--- src/rtl/mul_4b_seq.sv ---
// Sequential unsigned shift-and-add multiplier, WIDTH x WIDTH -> 2*WIDTH.
// One ripple-carry addition per cycle. The result and zero flag are held
// until the next operation completes.

// Single-bit full adder cell used to build the ripple chain.
module full_adder (
  input  logic a_i,
  input  logic b_i,
  input  logic c_i,
  output logic s_o,
  output logic c_o
);
  // Sum and carry of three input bits.
  always_comb begin
    s_o = a_i ^ b_i ^ c_i;
    c_o = (a_i & b_i) | (a_i & c_i) | (b_i & c_i);
  end
endmodule

// WIDTH-bit ripple-carry adder. The carry-in of the chain is tied to 0.
module ripple_add #(
  parameter int WIDTH = 4
) (
  input  logic [WIDTH-1:0] a_i,
  input  logic [WIDTH-1:0] b_i,
  output logic [WIDTH-1:0] sum_o,
  output logic             cout_o
);
  logic [WIDTH:0] carry;

  assign carry[0] = 1'b0;
  assign cout_o   = carry[WIDTH];

  for (genvar i = 0; i < WIDTH; i++) begin : g_bit
    full_adder u_fa (
      .a_i (a_i[i]),
      .b_i (b_i[i]),
      .c_i (carry[i]),
      .s_o (sum_o[i]),
      .c_o (carry[i+1])
    );
  end
endmodule

// Multiplier controller and datapath around the ripple adder.
module mul_4b_seq #(
  parameter int WIDTH = 4
) (
  input  logic               clk,
  input  logic               rst,
  input  logic               start,
  input  logic [WIDTH-1:0]   a,
  input  logic [WIDTH-1:0]   b,
  output logic               busy,
  output logic               done,
  output logic [2*WIDTH-1:0] product,
  output logic               zero
);
  localparam int CW = (WIDTH > 1) ? $clog2(WIDTH) : 1;
  localparam logic [CW-1:0] CNT_LAST = CW'(WIDTH - 1);

  typedef enum logic [1:0] {
    S_IDLE = 2'd0,
    S_RUN  = 2'd1,
    S_DONE = 2'd2
  } state_e;

  state_e               state_q, state_d;
  logic [WIDTH-1:0]     mcand_q, mcand_d;
  logic [WIDTH-1:0]     acc_hi_q, acc_hi_d;
  logic [WIDTH-1:0]     acc_lo_q, acc_lo_d;
  logic [CW-1:0]        cnt_q, cnt_d;
  logic [2*WIDTH-1:0]   product_q, product_d;
  logic                 zero_q, zero_d;

  logic [WIDTH-1:0]     addend;
  logic [WIDTH-1:0]     sum;
  logic                 cout;
  logic [2*WIDTH-1:0]   shifted;

  // The multiplier's LSB selects whether the multiplicand is added this step.
  assign addend = acc_lo_q[0] ? mcand_q : '0;

  ripple_add #(.WIDTH(WIDTH)) u_add (
    .a_i    (acc_hi_q),
    .b_i    (addend),
    .sum_o  (sum),
    .cout_o (cout)
  );

  // {cout, sum, acc_lo} shifted right by one: the carry lands in the MSB and
  // the bit shifted out of acc_lo is the multiplier bit just consumed.
  assign shifted = {cout, sum, acc_lo_q[WIDTH-1:1]};

  // Next-state and datapath update for the IDLE/RUN/DONE controller.
  // NOTE: every signal gets its hold value first so no path leaves it
  // unassigned; otherwise synthesis infers a latch.
  always_comb begin
    state_d   = state_q;
    mcand_d   = mcand_q;
    acc_hi_d  = acc_hi_q;
    acc_lo_d  = acc_lo_q;
    cnt_d     = cnt_q;
    product_d = product_q;
    zero_d    = zero_q;

    unique case (state_q)
      S_IDLE, S_DONE: begin
        if (start) begin
          mcand_d  = a;
          acc_lo_d = b;
          acc_hi_d = '0;
          cnt_d    = '0;
          state_d  = S_RUN;
        end else if (state_q == S_DONE) begin
          state_d = S_IDLE;
        end
      end
      S_RUN: begin
        acc_hi_d = shifted[2*WIDTH-1:WIDTH];
        acc_lo_d = shifted[WIDTH-1:0];
        if (cnt_q == CNT_LAST) begin
          // Last step: publish the full product; the count stops here.
          product_d = shifted;
          zero_d    = (shifted == '0);
          state_d   = S_DONE;
        end else begin
          cnt_d = cnt_q + 1'b1;
        end
      end
      default: state_d = S_IDLE;
    endcase
  end

  // State and datapath registers; reset abandons any operation in flight.
  // NOTE: non-blocking assignments keep every register sampling the
  // pre-edge values, so update order inside the block does not matter.
  always_ff @(posedge clk or posedge rst) begin
    if (rst) begin
      state_q   <= S_IDLE;
      mcand_q   <= '0;
      acc_hi_q  <= '0;
      acc_lo_q  <= '0;
      cnt_q     <= '0;
      product_q <= '0;
      zero_q    <= 1'b1;
    end else begin
      state_q   <= state_d;
      mcand_q   <= mcand_d;
      acc_hi_q  <= acc_hi_d;
      acc_lo_q  <= acc_lo_d;
      cnt_q     <= cnt_d;
      product_q <= product_d;
      zero_q    <= zero_d;
    end
  end

  assign busy    = (state_q == S_RUN);
  assign done    = (state_q == S_DONE);
  assign product = product_q;
  assign zero    = zero_q;

endmodule

--- config.mk ---
export PLATFORM = sky130hd
export DESIGN_NAME = mul_4b_seq
export DESIGN_NICKNAME = d
export VERILOG_FILES = /design/src/rtl/mul_4b_seq.sv
export SDC_FILE = /design/constraint.sdc
export NUM_CORES = 1
export LEC_CHECK = 0
export BUFFER_PORTS_ARGS = -buffer_cell sky130_fd_sc_hd__buf_2
export CAP_MARGIN = 20
export CORE_MARGIN = 5
export CORE_UTILIZATION = 25
export CTS_BUF_LIST = sky130_fd_sc_hd__clkbuf_16
export DETAILED_ROUTE_END_ITERATION = 8
export PLACE_DENSITY = 0.55
export SLEW_MARGIN = 20
export SYNTH_ARGS = -nofsm -noshare
export SYNTH_HDL_FRONTEND = slang
export SYNTH_SLANG_ARGS = --single-unit
--- constraint.sdc ---
create_clock -name clk -period 2.2 [get_ports clk]
set_input_delay 0.55 -clock clk [delete_from_list [all_inputs] [get_ports clk]]
set_output_delay 0.55 -clock clk [all_outputs]
set_load 0.02 [all_outputs]
# Word-level counts from Yosys, hierarchy flattened
# Index checks and enable logic that the tools add are counted.
# word_totals
reg_bits	25
inputBits	11
wordCells	59
# classes
add_sub_neg	1
n_eq_ne	7
n_mux	12
bitwise	23
n_reduce_logical	9
# ops
operator	n
4-bit one-hot mux with 2 select lines	2
4-bit 2-to-1 mux	3
1-bit AND	10
2-bit 2-to-1 mux	5
8-bit logical NOT	1
2-bit one-hot mux with 2 select lines	2
2-bit AND reduction	4
1-bit bitwise XOR	7
1-bit OR	6
2-bit equality test, second input constant	2
2-bit != test, second input constant	2
3-bit != test, second input constant	1
3-bit AND reduction	1
2-bit by 1-bit adder with 2-bit output, second input constant	1
2-bit by 1-bit equality test with 1-bit output, second input constant	1
2-bit logical NOT	1
2-bit by 1-bit != test with 1-bit output, second input constant	1
2-bit nonzero test	1
2-bit OR reduction	1

# Depth between registers and ports, before layout
# depth
ltp_word	12
depth_mapped	9
depth_no_buf	9

# Cells and area by module
# From an unflattened synthesis, not the netlist that was laid out.
# hier_totals
cells_unflattened	92
hier_area_um2	1147.4
# by_module_without_submodules
mod	n_inst	cells_per_inst	area_per_inst_um2
mul_4b_seq	1	87	1063.5
full_adder	4	1	20.0
ripple_add	1	1	3.8

# Worst setup path before layout
# OpenSTA, ideal clock, no wires.
# synth_path
kind	register -> register
startpoint	register acc_lo_q[0]
endpoint	register zero_q, in the netlist zero
t_arrival_ns	2.049
required_time_ns	2.121
setup_slack_ns	0.072
stages_incl_launch_ff	10
synth_period_minus_slack_ns	2.128
path_cell_list	dfrtp_1 > and2_1 > ha_1 > fa_1 > inv_1 > fa_1 > fa_1 > nor2b_1 > nand4_1 > o21ai_0
# synth_between
elab_chain_cells	12
word_cells_on_any_way	25
cone_classes	mux: 1; bitwise: 23; reduce/logical: 1
# synth_rtl
item	line	text
start, declared	71	logic [WIDTH-1:0] acc_lo_q, acc_lo_d;
start signal, assigned	151	acc_lo_q <= acc_lo_d;
4-bit 2-to-1 mux (*)	82	assign addend = acc_lo_q[0] ? mcand_q : '0;
1-bit AND (2 in a row)	16	c_o = (a_i & b_i) | (a_i & c_i) | (b_i & c_i);
1-bit OR (2 in a row)	16	
1-bit AND	16	
1-bit OR (2 in a row)	16	
1-bit AND	16	
1-bit OR (2 in a row)	16	
8-bit logical NOT (*)	125	zero_d = (shifted == '0);
end signal, assigned	154	zero_q <= zero_d;
end, declared	74	logic zero_q, zero_d;
# Mark *: on every way between the ends. The rest lies on a longest branch, timed or not.
# A chain may end at the register's enable or synchronous reset.

# Worst setup path in the final report
# Same ends and word-level chain as after synthesis.

==> flow_summary.ini <==
[outcome]
outcome = finished clean

[drt]
drc_errors = 0
vias = 806
vias_per_cell = 4.43
avgRoutedWirePerCell_um = 12.4
drt_iter0_drc = 43
ant_nets = 0
wl_mm = 2.25
dr.pass1.iters = 4

[worst_setup_path]
start_kind = register
cp.arrival_ns = 2.35
r2r_setup_slack_ns = 0.03
r2r_cells = 9
rr_startpoint = acc_lo_q[0]
r2r-end = zero
crit_required_ns = 2.39
cp_max_fo = 4
endpoint_kind = register
cp-startpoint = acc_lo_q[0]
crit_path_end = zero
critPathKind = register to register

[floorplan]
die-height_um = 78.4
die_x_um = 78.4
core_region_area_mm2 = 0.00444
ios = 22
floorplan.rows = 24
die_area_mm2 = 0.00615
initial_core_util = 0.263

[synthesis]
synth_most_common_cell = dfrtp_1
yosysTopAreaCell = dfrtp_1
synth_seq_cells = 25
synth_top_area_share = 0.513
synth_fp_nets = 120
netlist_area_mm2 = 0.00117
synth_common_cells = dfrtp_1, nand2_1, inv_1
ys.flop_type = dfrtp_1
synthCells = 104
async_flop_share = 1.00
synth_area_leaders = dfrtp_1, nand2_1, fa_1
synth_cell_types = 30
synth-edff-count = 0
ys_seq_area_frac = 0.536
syn_area_per_cell_um2 = 11.2
ys_warn_count = 0

[timing]
finalSetupViolations = 0
clock_skew_ns = 0.00226
tightest_slew_ns = 0.381
slew_headroom = 0.745
finalCritPeriodShare = 0.985
fin_ws_ns = 0.0332
fmax_mhz = 462
worst_hold_slack_ns = 0.254
timing.final.crit_period_ns = 2.17
rsz0062_at_grt = true
hold_violations = 0
slew_viol_final = 0

[power_and_ir_drop]
combPwrFrac = 0.449
power_uw = 2210
p_int_uw = 1370
switching_share = 0.377
p_switching_uw = 833
clkPwrFrac = 0.180
p_per_area_mw_per_mm2 = 1550
seqPwrFrac = 0.372
irDropWorstVdd_uv = 455
p_leak_uw = 0.000687

[clock_network]
htreeDepth = 1
clkSinkCount = 25
tritoncts = done
clk_pin_slew_ns = 0.06
clk_path_buf_depth = 2
insertion_delay_ns = 0.26
cts_root_buffer = clkbuf_16
holdBufCountCts = 0
cts_buffers = 3

[global_routing]
grt_pass1_wl_mm = 3.94
grt_pass1_vias = 835
overflow = 0
grt_usage = 0.0844
antenna_found_initial = 0
grt_max_degree = 16

[placement]
portBuffers = 21
pre_cts_ws_ns = -0.0582
place.gp.congestion = 0.792
dp_hpwl_mm = 1.78
dp_cells = 177

[run]
drv_cap = 0

[finish]
n_antenna_cell = 0
postLayoutCoreUtil = 0.321
syn_to_final_growth_pct = 21.9
final_cells = 182
drive_gt1_frac = 0.331
nNetsFinal = 147

[min_path]
worstHoldPathType = primary input to async pin
## layout by cell type, fill, tap and decap left out, types with 2 or more instances in the layout
master / n
dfrtp_1: 24
buf_2: 21
nand2_1: 18
inv_1: 6
buf_4: 6
mux2_2: 5
nor2_1: 5
nor2b_1: 4
o21ai_0: 4
o2bb2ai_1: 3
o22ai_1: 3
nor3_1: 3
clkbuf_16: 3
nand2b_1: 2
inv_2: 2
a22o_1: 2
and2_1: 2
fa_1: 2
ha_1: 2
## stage by stage
stage               cell area (um^2)  setup TNS [ns]
floorplan                       1170               0
global placement                1340               0
detailed placement              1340         -0.0582
CTS                             1430               0
global route                    1430          -0.204
finish                          1430               0
## cells by family (layout without fill, tap and decap cells)
group	Yosys count	after routing	synth area share
compound gates	16	16	0.0931
simple gates	39	39	0.172
buf+inv	12	38	0.0567
mux	7	7	0.0695
flops	25	25	0.536
fa+ha+maj	5	5	0.0727
## final cells by class
cell class                 count  area, um^2
timing repair buffer          27         150
inverter                       7        26.3
multi-input combinational     67         479
clock inverter                 1        3.75
sequential                    25         627
clock buffer                   3        75.1
tap                           52        65.1
fill                         473        3020
## power by group through the flow
| stage | Clock [uW] | Combinational [uW] | Sequential [uW] |
|---|---|---|---|
| final | 397 | 990 | 820 |
| after global routing | 432 | 1100 | 850 |
| after CTS | 412 | 1000 | 822 |
| after detailed placement | 0 | 978 | 831 |
| after global placement | 0 | 955 | 825 |
| after floorplan | 0 | 671 | 870 |
## routing by layer
metal / vias up / global-route usage / part of all wire / routed length [um]
met1: 385 / 0.103 / 0.47 / 1050
met3: 5 / 0.0286 / 0.052 / 118
met2: 17 / 0.126 / 0.45 / 1010
li1: 399 / - / - / -
met4: 0 / 0.0577 / 0.031 / 70
met5: - / 0 / 0 / 0
## flip-flops by register name, indices dropped and copies added (netlist names)
name and cells:
zero 1, state_q 2, product 8, acc_lo_q 4
mcand_q 4, cnt_q 2, acc_hi_q 4
## timing repair
item	in CTS	in global routing
setup buffers	1	0
cloned	0	0
gates resized for setup	2	1
pin swaps	1	1
endpoints found under the setup margin	1	3
## critical path, cell delays in order, from the launching register on
cell	delay [ns]
dfrtp_1	0.39
and2_1	0.16
ha_1	0.18
fa_1	0.38
inv_2	0.07
fa_2	0.19
fa_1	0.42
nor2b_1	0.14
nand4_1	0.09
o21ai_1	0.06
## worst min path at each step
| stage | start | to | slack (ns) | cells past startpoint |
|---|---|---|---|---|
| 6_report | rst | product[0] | 0.25 | 2 |
| 5_1_grt | rst | product[4] | 0.31 | 2 |
| 4_1_cts | rst | product[2] | 0.27 | 2 |
| 3_5_place_dp | mcand_q[1] | mcand_q[1] | 0.46 | 2 |
| 3_3_place_gp | mcand_q[1] | mcand_q[1] | 0.46 | 2 |
| 2_1_floorplan | mcand_q[0] | mcand_q[0] | 0.44 | 2 |
No activity file was read; power rests on OpenSTA's default activity.
